===== config.mk =====
export PLATFORM = sky130hd
export DESIGN_NAME = countdown_timer
export DESIGN_NICKNAME = d
export VERILOG_FILES = /design/src/rtl/countdown_timer.sv
export SDC_FILE = /design/constraint.sdc
export NUM_CORES = 1
export LEC_CHECK = 0
export BUFFER_PORTS_ARGS = -buffer_cell sky130_fd_sc_hd__buf_2
export CORE_UTILIZATION = 49
export DETAILED_ROUTE_END_ITERATION = 12
export PLACE_DENSITY = 0.73
export SETUP_SLACK_MARGIN = 0.1
export SLEW_MARGIN = 40
export SYNTH_ARGS = -nofsm -noshare
export SYNTH_HDL_FRONTEND = slang
export SYNTH_SLANG_ARGS = --single-unit

===== constraint.sdc =====
create_clock -name clk -period 4.4 [get_ports clk]
set_input_delay 0.22 -clock clk [delete_from_list [all_inputs] [get_ports clk]]
set_output_delay 0.22 -clock clk [all_outputs]
set_load 0.02 [all_outputs]

===== src/rtl/countdown_timer.sv =====
// Loadable down-counter with enable gating and optional auto-reload; count/busy/done are registered.
// A load of N with enable held high gives a one-cycle done N edges later. There is no backpressure; a low enable stalls the count.
module countdown_timer #(
  parameter int COUNT_LEN = 10
) (
  input  logic                 clk,
  input  logic                 reset,
  input  logic                 load,
  input  logic [COUNT_LEN:0]   load_value,
  input  logic                 enable,
  input  logic                 auto_reload,
  output logic [COUNT_LEN:0]   count,
  output logic                 busy,
  output logic                 done,
  output logic                 zero
);

  localparam int W = COUNT_LEN + 1;
  localparam logic [W-1:0] ONE = W'(1);

  typedef enum logic {
    IDLE = 1'b0,
    RUN  = 1'b1
  } state_t;

  state_t         state_q, state_d;
  logic [W-1:0]   count_q, count_d;
  logic [W-1:0]   reload_q, reload_d;
  logic           busy_q, busy_d;
  logic           done_q, done_d;

  always_comb begin
    state_d  = state_q;
    count_d  = count_q;
    reload_d = reload_q;
    busy_d   = busy_q;
    done_d   = 1'b0;

    if (load) begin
      // A load always restarts; any in-flight count is dropped silently.
      reload_d = load_value;
      count_d  = load_value;
      if (load_value != '0) begin
        state_d = RUN;
        busy_d  = 1'b1;
      end else begin
        state_d = IDLE;
        busy_d  = 1'b0;
        done_d  = 1'b1;
      end
    end else if (state_q == RUN && enable) begin
      if (count_q != ONE) begin
        count_d = count_q - ONE;
      end else begin
        done_d = 1'b1;
        // Reload straight from 1 so the count never shows 0 while periodic.
        if (auto_reload) begin
          count_d = reload_q;
        end else begin
          count_d = '0;
          state_d = IDLE;
          busy_d  = 1'b0;
        end
      end
    end
  end

  always_ff @(posedge clk) begin
    if (reset) begin
      state_q  <= IDLE;
      count_q  <= '0;
      reload_q <= '0;
      busy_q   <= 1'b0;
      done_q   <= 1'b0;
    end else begin
      state_q  <= state_d;
      count_q  <= count_d;
      reload_q <= reload_d;
      busy_q   <= busy_d;
      done_q   <= done_d;
    end
  end

  assign count = count_q;
  assign busy  = busy_q;
  assign done  = done_q;
  assign zero  = (count_q == '0);

endmodule


# After elaboration in Yosys (flattened, before gate mapping)
# Cells that the tools add are included.
[classes]
muxes = 13
n_eq_ne = 3
n_addsub = 1
reduce_logical = 5
[ops]
columns = ["op", "n"]
rows = [
  ["two-way mux 11 bit", 4],
  ["logical NOT 11 bit", 1],
  ["!= test 11 x 1 -> 1 bit, second input constant", 1],
  ["nonzero test 11 bit", 1],
  ["subtractor 11 x 1 -> 11 bit, second input constant", 1],
  ["two-way mux 1 bit", 9],
  ["!= test 2 bit, second input constant", 2],
  ["AND reduction 3 bit", 1],
  ["nonzero test 2 bit", 1],
  ["logical AND 1 bit", 1],
]
[word_totals]
reg_bits = 24
word_cells = 26
output_inout_bits = 14
input_bits = 16

# Logic depth before layout (Yosys ltp)
# Gate-level depths: netlist of run 1.
[depth]
depth_word = 4
mapped_depth = 7
depth_no_buf = 6

# Worst setup path after synthesis of run 1
# No wires, ideal clock.
[synth_path]
path_type = "register -> register"
startpoint = "register count_q[0], in the netlist count[0]"
endpoint = "register count_q[10], in the netlist count[10]"
n_path_buf = 0
synth_period_minus_slack_ns = 2.026
stages_incl_launch_ff = 7
arrival_ns = 1.934
setup_time_ns = 0.092
path_slack_ns = 2.374
path_cell_list = "dfxtp_1 > inv_1 > ha_1 > or3b_1 > or4_1 > xnor2_1 > o32ai_1"
[synth_via]
elab_chain_len = 4
elab_cells_between_ends = 5
[synth_rtl]
columns = ["item", "line", "source"]
rows = [
  ["start, declared", "27", "logic [W-1:0] count_q, count_d;"],
  ["start signal, assigned", "77", "count_q <= count_d;"],
  ["subtractor 11 x 1 -> 11 bit or != test 11 x 1 -> 1 bit (tied branches)", "53, 52", ""],
  ["two-way mux 11 bit *", "52", "if (count_q != ONE) begin"],
  ["two-way mux 11 bit *", "51", "end else if (state_q == RUN && enable) begin"],
  ["two-way mux 11 bit *", "39", "if (load) begin"],
]
# Mark *: on every way between the ends. The rest lies on a longest branch, timed or not. The select of a mux whose other input is x is not followed.
# A chain may end at the register's enable or synchronous reset.

# Worst setup path in the final report of run 1
[layout_path]
startpoint = "register count_q[1], in the netlist count[1]"
endpoint = "register count_q[3], in the netlist count[3]"
# Same word-level chain as after synthesis.

==> results of run 1 <==
## worst max-delay path by stage
| stage | start | to | slack (ns) | depth (start not counted) |
|---|---|---|---|---|
| after global routing | count[1] | count[3] | 2.18 | 6 |
| final | count[1] | count[3] | 2.27 | 6 |
| after global placement | count[0] | count[10] | 2.40 | 6 |
| after floorplan | count[0] | count[10] | 2.37 | 6 |
| after detailed placement | count[1] | count[3] | 2.30 | 6 |
| after CTS | count[1] | count[3] | 2.27 | 6 |
## layout by cell type (no fill, tap or decap), drive strengths merged, types with 3 or more instances in the layout
cell type  count
mux2i          7
o21ai          6
inv            7
a21oi         16
a21boi         3
nor4           4
nor2b          3
a211oi         3
nor2          19
nand2          8
clkbuf         4
a221oi         5
a31oi          4
buf           29
nand2b         3
dfxtp         24
## report_power, final
part / internal, mW / switching, mW / leakage, nW
logic: 0.0535 / 0.0769 / 0.442
clock network: 0.0506 / 0.0690 / 0.0210
registers: 0.232 / 0.0183 / 0.198
total: 0.336 / 0.164 / 0.661
## metal layers
| metal | wire (microns) | vias up | track usage |
|---|---|---|---|
| met4 | 23 | 0 | 0.103 |
| met1 | 1600 | 620 | 0.350 |
| met2 | 1600 | 53 | 0.365 |
| met3 | 248 | 4 | 0.0389 |
| li1 | - | 668 | - |
| met5 | 0 | - | 0 |
## metrics by stage
stage / util / total power, mW
floorplan: - / 0.344
global placement: 0.592 / 0.380
detailed placement: 0.594 / 0.384
CTS: 0.609 / 0.503
global route: 0.609 / 0.523
finish: 0.609 / 0.501
## worst max-delay path, stage by stage (launching register included)
cell                      delay (ns)
sky130_fd_sc_hd__dfxtp_1        0.38
sky130_fd_sc_hd__inv_1          0.09
sky130_fd_sc_hd__ha_1           0.15
sky130_fd_sc_hd__nor4b_2        0.43
sky130_fd_sc_hd__and3_1         0.49
sky130_fd_sc_hd__mux2_2         0.38
sky130_fd_sc_hd__o22ai_1        0.15
## flip-flops by register name, indices dropped and copies added, names as in the netlist
register and count:
busy 1, count 11, reload_q 11, done 1
## cell families (layout without fill, tap and decap cells)
logic type	Yosys count	in the layout	share of synthesized area
simple gates	53	53	0.210
buf+inv	17	40	0.0495
xor+xnor	4	4	0.0257
mux	8	8	0.0596
fa+ha+maj	2	2	0.0183
flops	24	24	0.352
compound gates	56	56	0.285
## cells in the mapped netlist, drive strengths merged, types with 3 or more instances
| master | instances |
|---|---|
| o21ai | 6 |
| clkbuf | 5 |
| nor2 | 19 |
| a221oi | 5 |
| a21oi | 16 |
| a21boi | 3 |
| a31oi | 4 |
| buf | 5 |
| mux2i | 7 |
| nor2b | 3 |
| a211oi | 3 |
| dfxtp | 24 |
| nand2 | 8 |
| inv | 7 |
| nor4 | 4 |
| nand2b | 3 |
## layout make-up
type,count,area [sq um]
fill,249,996
multi-input combinational,123,823
sequential,24,480
timing repair buffer,29,145
tap,30,37.5
clock buffer,4,36.3
inverter,7,26.3
==> results list, run 1 <==
- The run finished with clean final reports.
* Pre-CTS worst setup slack: 2.30 ns
- Via count of the first global-routing pass: 1,124
* Class of the tightest hold or removal check: input pin to flop
- Counting I/O delays and the setup requirement, the final critical path takes 2.13 ns.
- Post-route fraction of the period consumed by the critical path: 0.485
* Cell depth of the worst flop-to-flop path: 6
- Placed Cells: 213
* Unrepaired setup endpoints after global routing: no
- GPL Wtd Cong: 0.901
* Final Hold Vio Count: 0
- The final max-slew violation count was 0.
- Hold wc startpoint: load_value[8]
- Buffers placed on the I/O ports in this run total 29.
- CTS-repair resized insts: 0
- After routing, the total negative slack on setup checks comes to 0 ns.
- After synthesis, the netlist uses 50 different library cells.
- Remaining global-route overflow: 0
* Layout cells sized above 1: 0.203
- Row count: 18
- Yosys mapped a number of flops with a built-in enable equal to 0.
* Async S/R FF share, synth: 0
- Across every metal layer, demand over resource in global routing totals 0.247.
* Die boundary width: 54.8 microns
- Once detail routing completed, the nets flagged for antenna violations numbered 0.
* Placement-stage cell area: 1510 sq um
- Main flop type after synthesis: sky130_fd_sc_hd__dfxtp_1
- Number of DRC violations after detailed routing: 0
- The endpoint identified for the worst register-to-register timing path is count[3].
* Layout Skew: 0.00417 ns
* Post-Syn Area: 1370 sq um
* End of the worst hold path: reload_q[8]
* Ranking of synthesized cells by area: sky130_fd_sc_hd__dfxtp_1 35%, sky130_fd_sc_hd__a21oi_1 5.9%, sky130_fd_sc_hd__nor2_1 5.2%
- Clock tree from TritonCTS: yes
- After detailed routing, the average wire length per cell comes to 16.0 microns.
- Area of the die: 3000 sq um
- The initial utilization of the core area, before any placement, comes to 0.536.
* Avg Cell Area, Syn: 8.32 sq um
- At the pin with the least slew margin, the transition time is 0.669 ns.
* Count of buffers added by post-CTS timing repair for setup: 0
* Height of the chip: 54.8 microns
* Design Area, Final: 1550 sq um
- Worst slew margin relative to its limit: 0.550
* CTS H-tree lvls: 1
- Along the worst path, the maximum fanout reaches 10.
* Max Cap Viol: 0
- Nets@finish: 206
- Worst Hold Margin: 0.156 ns
- Buffer levels on the longest clock path: 2
- Std-Cell Core Area: 2540 sq um
- Setup violations remaining at the end of the flow were counted as 0.
* Worst-skew pair later-pin latency: 0.32 ns
- Global-route wire length before repair: 5290 microns
* Library cell used as clock root buffer: sky130_fd_sc_hd__clkbuf_4
- Pin count of the biggest net entering global routing: 38
* Count of state elements after synthesis: 24
- Sequential element share of the synthesized area: 0.352
- The number of antenna diodes in the final layout is 0.
- Top cell type by total area after synthesis: sky130_fd_sc_hd__dfxtp_1
* Post-DR vias/cell: 6.20
* Final cell count without fillers: 217
- Leakage component of the power: 0.661 nW
* Num CTS Buffers: 3
* FMAX: 469 MHz
- Post-synthesis net count: 182
- CP startpoint kind: flop
* Cts hold-fix bufs: 0
- Area grow syn2layout: 13.5%
* Worst Setup Path Type: flop to flop
- Data on the critical path arrives at its endpoint at 2.39 ns.
- Critical R2R Launch: count[1]
- YS warnings: 0
* HPWL after detailed placement: 2520 microns
- Of the post-synthesis cell area, the dominant cell type holds 0.352.
- For this design, the sink count on the clock tree is 24.
- Clk pin slew, worst setup/hold paths: 0.14 ns
- Once routing completed, OpenROAD measured the worst setup slack at 2.27 ns.
- Instance count along the most critical hold path: 3
- The worst register-to-register path has a setup slack of 2.27 ns.
- Routed WL: 3470 microns
- Dividing total power by cell area gives a power density of 323 nW/um^2.
- Initial antenna violation count: 0
* Number of cells produced by synthesis: 164
* Vias: 1,345
- In this run the count of I/O pins placed on the die edge is 30.
* Data required time of the critical path: 4.66 ns
* Pre-Repair DR Iteration Count: 5
- Worst VDD drop: 0.192 mV
* Crit end category: flop
- DRC marker count from the first detailed-route iteration: 58
Power figures use the tool's default switching activity.
==> run 2: changes to the inputs <==
==> constraint.sdc (replaced) <==
create_clock -name clk -period 2.1 [get_ports clk]
set_input_delay 0.105 -clock clk [delete_from_list [all_inputs] [get_ports clk]]
set_output_delay 0.105 -clock clk [all_outputs]
set_load 0.02 [all_outputs]
==> run 2 against run 1 <==
Net effect:
- clock power rose by 110%
- final area increased by 6.8%
- wire length increased by 6.4%
- maximum frequency is 10% higher
- largest power group unchanged
- sequential power increased by 110%
- sequential share of layout area shrank 1.8 points
- combinational power is 150% higher
- core utilization increased by 4.1 points
- via count is 5.7% higher
- largest cell class unchanged
- final cell count up 5.5%
==> results list, run 2 (synthesis results as in run 1) <==
* Max Cap Viol: 0 (unchanged)
- Post-route fraction of the period consumed by the critical path: 0.923 (+0.438)
- Worst VDD drop: 0.513 mV (+170%)
- The half-perimeter wire length after placement was 2630 microns (+4.6%).
* Std-Cell Core Area: 2540 sq um (unchanged)
- Number of antenna repair diodes: 0 (unchanged)
* Initial standard-cell utilization of the core: 0.536 (unchanged)
- The run finished with clean final reports.
- Global-route wire length before repair: 5870 microns (+11%)
* Critical path's top delay family: simple AND/OR/NAND/NOR gates
- The number of antenna violations at the first check in global routing is 0 (unchanged).
* Via count of the first global-routing pass: 1,264 (+12%)
- The number of hold buffers added after CTS is 0 (unchanged).
- Pin count of the biggest net entering global routing: 26 (-32%)
- Clock sinks: 24 (unchanged)
* Layout Skew: 0.00601 ns (+0.00184 ns)
- Among all stages on the critical path, the largest delay is contributed by sky130_fd_sc_hd__or3b_4.
- The area of the die came to 3000 sq um (unchanged).
- CP startpoint kind: flop
- The endpoint identified for the worst register-to-register timing path is count[8].
- The routed wire length came to 3690 microns (+6.4%).
- Vias: 1,422 (+5.7%)
- The combinational share of power came to 0.291 (+0.031).
- The switching fraction of total power was 0.324 (-0.00418).
- Antenna Violating Nets Remaining: 0 (unchanged)
- Number of DRC violations after detailed routing: 0 (unchanged)
- Row count: 18 (unchanged)
- The post-place setup slack was 0.0620 ns (-2.24 ns).
- Nets@finish: 218 (+5.8%)
* Port buffer count: 29 (unchanged)
* CTS H-tree lvls: 1 (unchanged)
* Hold wc startpoint: load_value[0]
- Proportion of power drawn by the clock network: 0.226 (-0.013)
- Top-level port count: 30 (unchanged)
* Height of the chip: 54.8 microns (unchanged)
- The clock latency on the worst-skew pair came to 0.32 ns (about the same).
* Worst slew margin relative to its limit: 0.689 (+0.138)
- Arrival @ worst endpoint: 2.18 ns (-0.21 ns)
- FMAX: 516 MHz (+10%)
- The number of cell instances on the worst register-to-register path was 6 (unchanged).
- The library cell used most frequently in the layout, excluding fill and tap cells, is sky130_fd_sc_hd__buf_2.
- The sequential power share is 0.482 (-0.019).
- Final Hold Vio Count: 0 (unchanged)
- Final setup TNS: 0 ns (unchanged)
* Average detailed-routed wire length per instance: 16.1 microns (+0.80%)
- The path class of the tightest hold or removal check is input pin to flop.
- The number of optimization iterations in the first detailed-route pass came to 4 (-1).
- The slack of the worst reg-to-reg path came to 0.16 ns (-2.11 ns).
- The transition time at the pin with the least slew margin is 0.467 ns (-0.202 ns).
* Layout cells sized above 1: 0.286 (+0.0832)
- The clock edge transition at the registers on the reported setup and hold paths is 0.14 ns (about the same).
- In this run the critical register-to-register path is launched from count[0].
* Power density of the placed cells: 661 nW/um^2 (+100%)
- The all-layer global routing usage is 0.277 (+0.0300).
- The final design utilization is 0.650 (+0.0413).
- The total setup violations reported at the end of the flow was 0 (unchanged).
- The net switching power is 354 uW (+120%).
* Buffer levels on the longest clock path: 2 (unchanged)
- The violation count after the first detailed-route iteration was 42 (-28%).
* Post-DR vias/cell: 6.21 (+0.18%)
- The number of cells on the worst hold path was 3 (unchanged).
- The global-route congestion overflow total was 0 (unchanged).
* Clock tree from TritonCTS: yes
- The required time at the worst-slack endpoint came to 2.34 ns (-2.32 ns).
* GPL Wtd Cong: 0.914 (+1.4%)
* CP Cell Sequence: inv_2, ha_2, or3b_4, or3_1, a211o_1, a211oi_2
- Area grow syn2layout: 21.2%
- Buf/Inv on CP: 1 (unchanged)
- The final critical-path setup slack is 0.161 ns (-2.11 ns).
* Leakage component of the power: 0.722 nW (+9.2%)
- The final max-slew violation count is 0 (unchanged).
- The critical path in this run is classified as flop to flop.
* Placement-stage cell area: 1550 sq um (+2.2%)
- The area of all placed cells without fillers was 1650 sq um (+6.8%).
- Library cell used as clock root buffer: sky130_fd_sc_hd__clkbuf_4
- Num CTS Buffers: 3 (unchanged)
- For hold timing, the worst endpoint is reload_q[0].
- The shortest clock period the worst path allows after layout is 1.94 ns (-0.194 ns).
* Highest-count cells in the layout ignoring fill and taps: 29 x sky130_fd_sc_hd__buf_2, 22 x sky130_fd_sc_hd__dfxtp_1, 19 x sky130_fd_sc_hd__nor2_1
- CP max stage delay: 0.40 ns (-0.09 ns)
* Crit end category: flop
- Die boundary width: 54.8 microns (unchanged)
* Unrepaired setup endpoints after global routing: no
- The maximum fanout along the worst path was 4 (-6).
- The cell-internal power is 739 uW (+120%).
run 2: metal layers:
layer | track usage | part of all wire
met5 | 0 | 0
met1 | 0.400 | 0.47
met4 | 0.103 | 0.020
met3 | 0.0417 | 0.066
met2 | 0.408 | 0.44
run 2: timing repair:
action,in CTS,in global routing
setup endpoints to repair,2,5
hold endpoints to repair,0,0
buffers inserted,5,2
resized for setup,2,5
pin swaps,1,0
run 2: area by class of cell:
type,instances,area (sq um)
clock buffers,4,36.3
fillers,224,891
inverters,7,26.3
multi-input cells,123,836
flip-flops and latches,24,483
well taps,30,37.5
repair buffers,41,235
run 2: worst max path at each step:
stage	startpoint	end	slack, ns	depth (start not counted)
finish	count[0]	count[8]	0.16	6
global route	count[1]	count[8]	0.11	6
CTS	count[0]	count[10]	0.13	6
detailed placement	count[0]	count[10]	0.06	6
global placement	count[0]	count[10]	0.11	6
floorplan	count[0]	count[10]	0.13	6
run 2: metrics by stage:
stage,hold WS (ns),power [mW],cells
floorplan,0.246,0.722,164
global placement,0.362,0.814,218
detailed placement,0.384,0.819,218
CTS,0.0467,1.08,227
global route,0.0763,1.15,229
finish,0.0519,1.09,229
run 2: worst min-delay path: stages:
cell and delay (ns):
sky130_fd_sc_hd__buf_2 0.09, sky130_fd_sc_hd__mux2i_1 0.07, sky130_fd_sc_hd__nor2_1 0.08
run 2: power groups by stage:
stage | clock [mW] | combinational [mW] | sequential (mW)
after global placement | 0 | 0.283 | 0.532
after floorplan | 0 | 0.174 | 0.548
after detailed placement | 0 | 0.284 | 0.535
final | 0.248 | 0.319 | 0.527
after global routing | 0.270 | 0.349 | 0.533
after CTS | 0.255 | 0.302 | 0.524
==> run 3: changes to the inputs <==
==> constraint.sdc (replaced) <==
create_clock -name clk -period 2.1 [get_ports clk]
set_input_delay 0.315 -clock clk [delete_from_list [all_inputs] [get_ports clk]]
set_output_delay 0.315 -clock clk [all_outputs]
set_load 0.02 [all_outputs]
==> run 3 against run 2 <==
Net effect:
- sequential share of layout area is 0.29 points higher
- die area stayed put
- power is 3.4% lower
- clock skew hardly changed
- register-to-register slack hardly changed
- worst hold slack better by 0.19 ns
- clock power is 19% lower
- largest cell class unchanged
==> results list, run 3 (synthesis results as in run 1) <==
- The number of cell instances on the worst register-to-register path is 4 (-2).
- Period minus WS final: 1.95 ns (+0.00916 ns)
* Clk pin slew, worst setup/hold paths: 0.13 ns (about the same)
* Most common library cell in the layout ignoring fill and taps: sky130_fd_sc_hd__buf_2
* Initial antenna violation count: 0 (unchanged)
* Vias: 1,410 (-0.84%)
- FMAX: 513 MHz (-0.47%)
- The share of the clock period used by the worst path was 0.928 (+0.00436).
* GPL Wtd Cong: 0.923 (+0.96%)
* Row count: 18 (unchanged)
- The average detailed-routed wire length per instance is 16.7 microns (+3.5%).
- Proportion of power drawn by the clock network: 0.191 (-0.035)
- Initial standard-cell utilization of the core: 0.536 (unchanged)
- CTS H-tree lvls: 1 (unchanged)
- In this run the worst hold path is classified as input pin to flop.
- The number of cells on the worst hold path was 2 (-1).
- Crit end category: flop
* Pre-Repair DR Iteration Count: 5 (+1)
- The total negative setup slack was 0 ns (unchanged).
- The height of the die is 54.8 microns (unchanged).
- CP startpoint kind: flop
- Worst VDD drop: 0.543 mV (+5.8%)
- The all-layer global routing usage was 0.267 (-0.0102).
* Unrepaired setup endpoints after global routing: yes
- The layout net count came to 215 (-1.4%).
* Final Hold Vio Count: 0 (unchanged)
- Clock sinks: 24 (unchanged)
* Multi-input gate area in the final layout: 871 sq um (+4.2%)
- Worst R2R Setup Slack: 0.15 ns (about the same)
- The critical path in this run is classified as flop to flop.
- FF+latch area: 489 sq um (+1.3%)
- Worst slew margin relative to its limit: 0.670 (-0.0189)
- Max Cap Viol: 0 (unchanged)
- The maximum number of pins on one net before global-route repair was 26 (unchanged).
- In this run the most critical hold path is launched from reset.
* Final number of setup-violating endpoints: 0 (unchanged)
- Number of antenna repair diodes: 0 (unchanged)
* Fraction of the core area covered by cells at the end of the flow: 0.652 (+0.00197)
* Antenna Violating Nets Remaining: 0 (unchanged)
* Critical R2R Launch: count[5]
- Remaining global-route overflow: 0 (unchanged)
* Arrival @ worst endpoint: 2.19 ns (about the same)
- Post-DR vias/cell: 6.27 (+0.92%)
* CP max FO: 8 (+4)
- The half-perimeter wire length after placement is 2710 microns (+3.1%).
- The proportion of layout cells with a drive suffix above 1 came to 0.282 (-0.00438).
- P_int: 702 uW (-5.0%)
* Via count of the first global-routing pass: 1,200 (-5.1%)
* Die boundary width: 54.8 microns (unchanged)
- Highest-count cells in the layout ignoring fill and taps: 29 x sky130_fd_sc_hd__buf_2, 21 x sky130_fd_sc_hd__dfxtp_1, 19 x sky130_fd_sc_hd__nor2_1
* Num CTS Buffers: 3 (unchanged)
* Switching component of the power: 353 uW (-0.22%)
- The combinational share of power came to 0.310 (+0.019).
- The tree is rooted in a sky130_fd_sc_hd__clkbuf_4.
- TritonCTS built the clock tree.
- Number of DRC violations after detailed routing: 0 (unchanged)
- The routed wire length was 3750 microns (+1.7%).
* Data required time of the critical path: 2.34 ns (about the same)
- Port buffer count: 29 (unchanged)
- The first-pass GRT wire length is 5600 microns (-4.6%).
- The path with the worst hold slack has its endpoint at count[8].
- Relative to the synthesized area, the layout overhead comes to 21.5%.
* Fill count: 223 (-0.45%)
* DRC marker count from the first detailed-route iteration: 73 (+74%)
- Share of total power consumed by net switching: 0.335 (+0.0108)
- Area of the die: 3000 sq um (unchanged)
- The number of hold buffers added after CTS is 0 (unchanged).
- Worst Max-Slew Pin Slew: 0.491 ns (+0.0238 ns)
- The post-placement cell count was 219 (+0.46%).
* Final cell count without fillers: 225 (-1.7%)
- Layout Skew: 0.00602 ns (+0.0000123 ns)
* Buffer levels on the longest clock path: 2 (unchanged)
- Top-level port count: 30 (unchanged)
- The run finished with clean final reports.
- The sequential power share was 0.499 (+0.017).
- The final max-slew violation count came to 0 (unchanged).
* Power density of the placed cells: 636 nW/um^2 (-3.7%)
- The clock latency on the worst-skew pair came to 0.31 ns (about the same).
- The worst register-to-register path ends at count[10].
* Std-Cell Core Area: 2540 sq um (unchanged)
* Leakage component of the power: 0.712 nW (-1.4%)
==> run 3: routing by layer <==
layer / track usage / vias to the layer above / wire length, microns
li1: - / 683 / -
met1: 0.372 / 650 / 1670
met2: 0.426 / 70 / 1730
met3: 0.0333 / 7 / 303
met4: 0.0726 / 0 / 50
met5: 0 / - / 0
==> run 3: timing repair <==
action / in CTS / in global routing
setup endpoints to repair: 2 / 6
gates cloned: 0 / 0
setup buffers: 0 / 3
pin swaps: 1 / 2
gates resized for setup: 5 / 8
==> run 3: cell type report <==
type	instances	area share
multi-input cells	123	0.525
inverters	7	0.0158
repair buffers	38	0.128
clock buffers	3	0.0136
well taps	30	0.0226
flip-flops and latches	24	0.295
==> run 3: power by group through the flow <==
| stage | clock, mW | sequential [mW] | combinational (mW) |
|---|---|---|---|
| finish | 0.202 | 0.526 | 0.327 |
| global route | 0.224 | 0.531 | 0.353 |
| CTS | 0.208 | 0.525 | 0.298 |
| detailed placement | 0 | 0.535 | 0.289 |
| global placement | 0 | 0.532 | 0.285 |
| floorplan | 0 | 0.548 | 0.174 |
==> run 3: critical path, stage by stage, from the launching register on <==
cell and delay (ns):
sky130_fd_sc_hd__dfxtp_1 0.40, sky130_fd_sc_hd__or4_4 0.55, sky130_fd_sc_hd__or4_4 0.53, sky130_fd_sc_hd__xnor2_4 0.15
sky130_fd_sc_hd__o32ai_2 0.24
==> run 3: how the worst max path moves through the flow <==
stage | start | to | cells after the start | slack [ns]
final | count[5] | count[10] | 4 | 0.15
after global routing | count[0] | count[4] | 7 | 0.09
after CTS | count[0] | count[10] | 6 | 0.13
after detailed placement | count[0] | count[10] | 6 | 0.05
after global placement | count[0] | count[10] | 6 | 0.11
after floorplan | count[0] | count[10] | 6 | 0.13
==> run 3: stage by stage <==
stage,hold WS (ns),setup WS [ns],total power [mW],area (sq um)
after floorplan,0.451,0.130,0.722,1370
after global placement,0.463,0.106,0.816,1550
after detailed placement,0.473,0.0531,0.824,1550
after CTS,0.237,0.130,1.03,1590
after global routing,0.248,0.0852,1.11,1660
final,0.241,0.152,1.06,1660
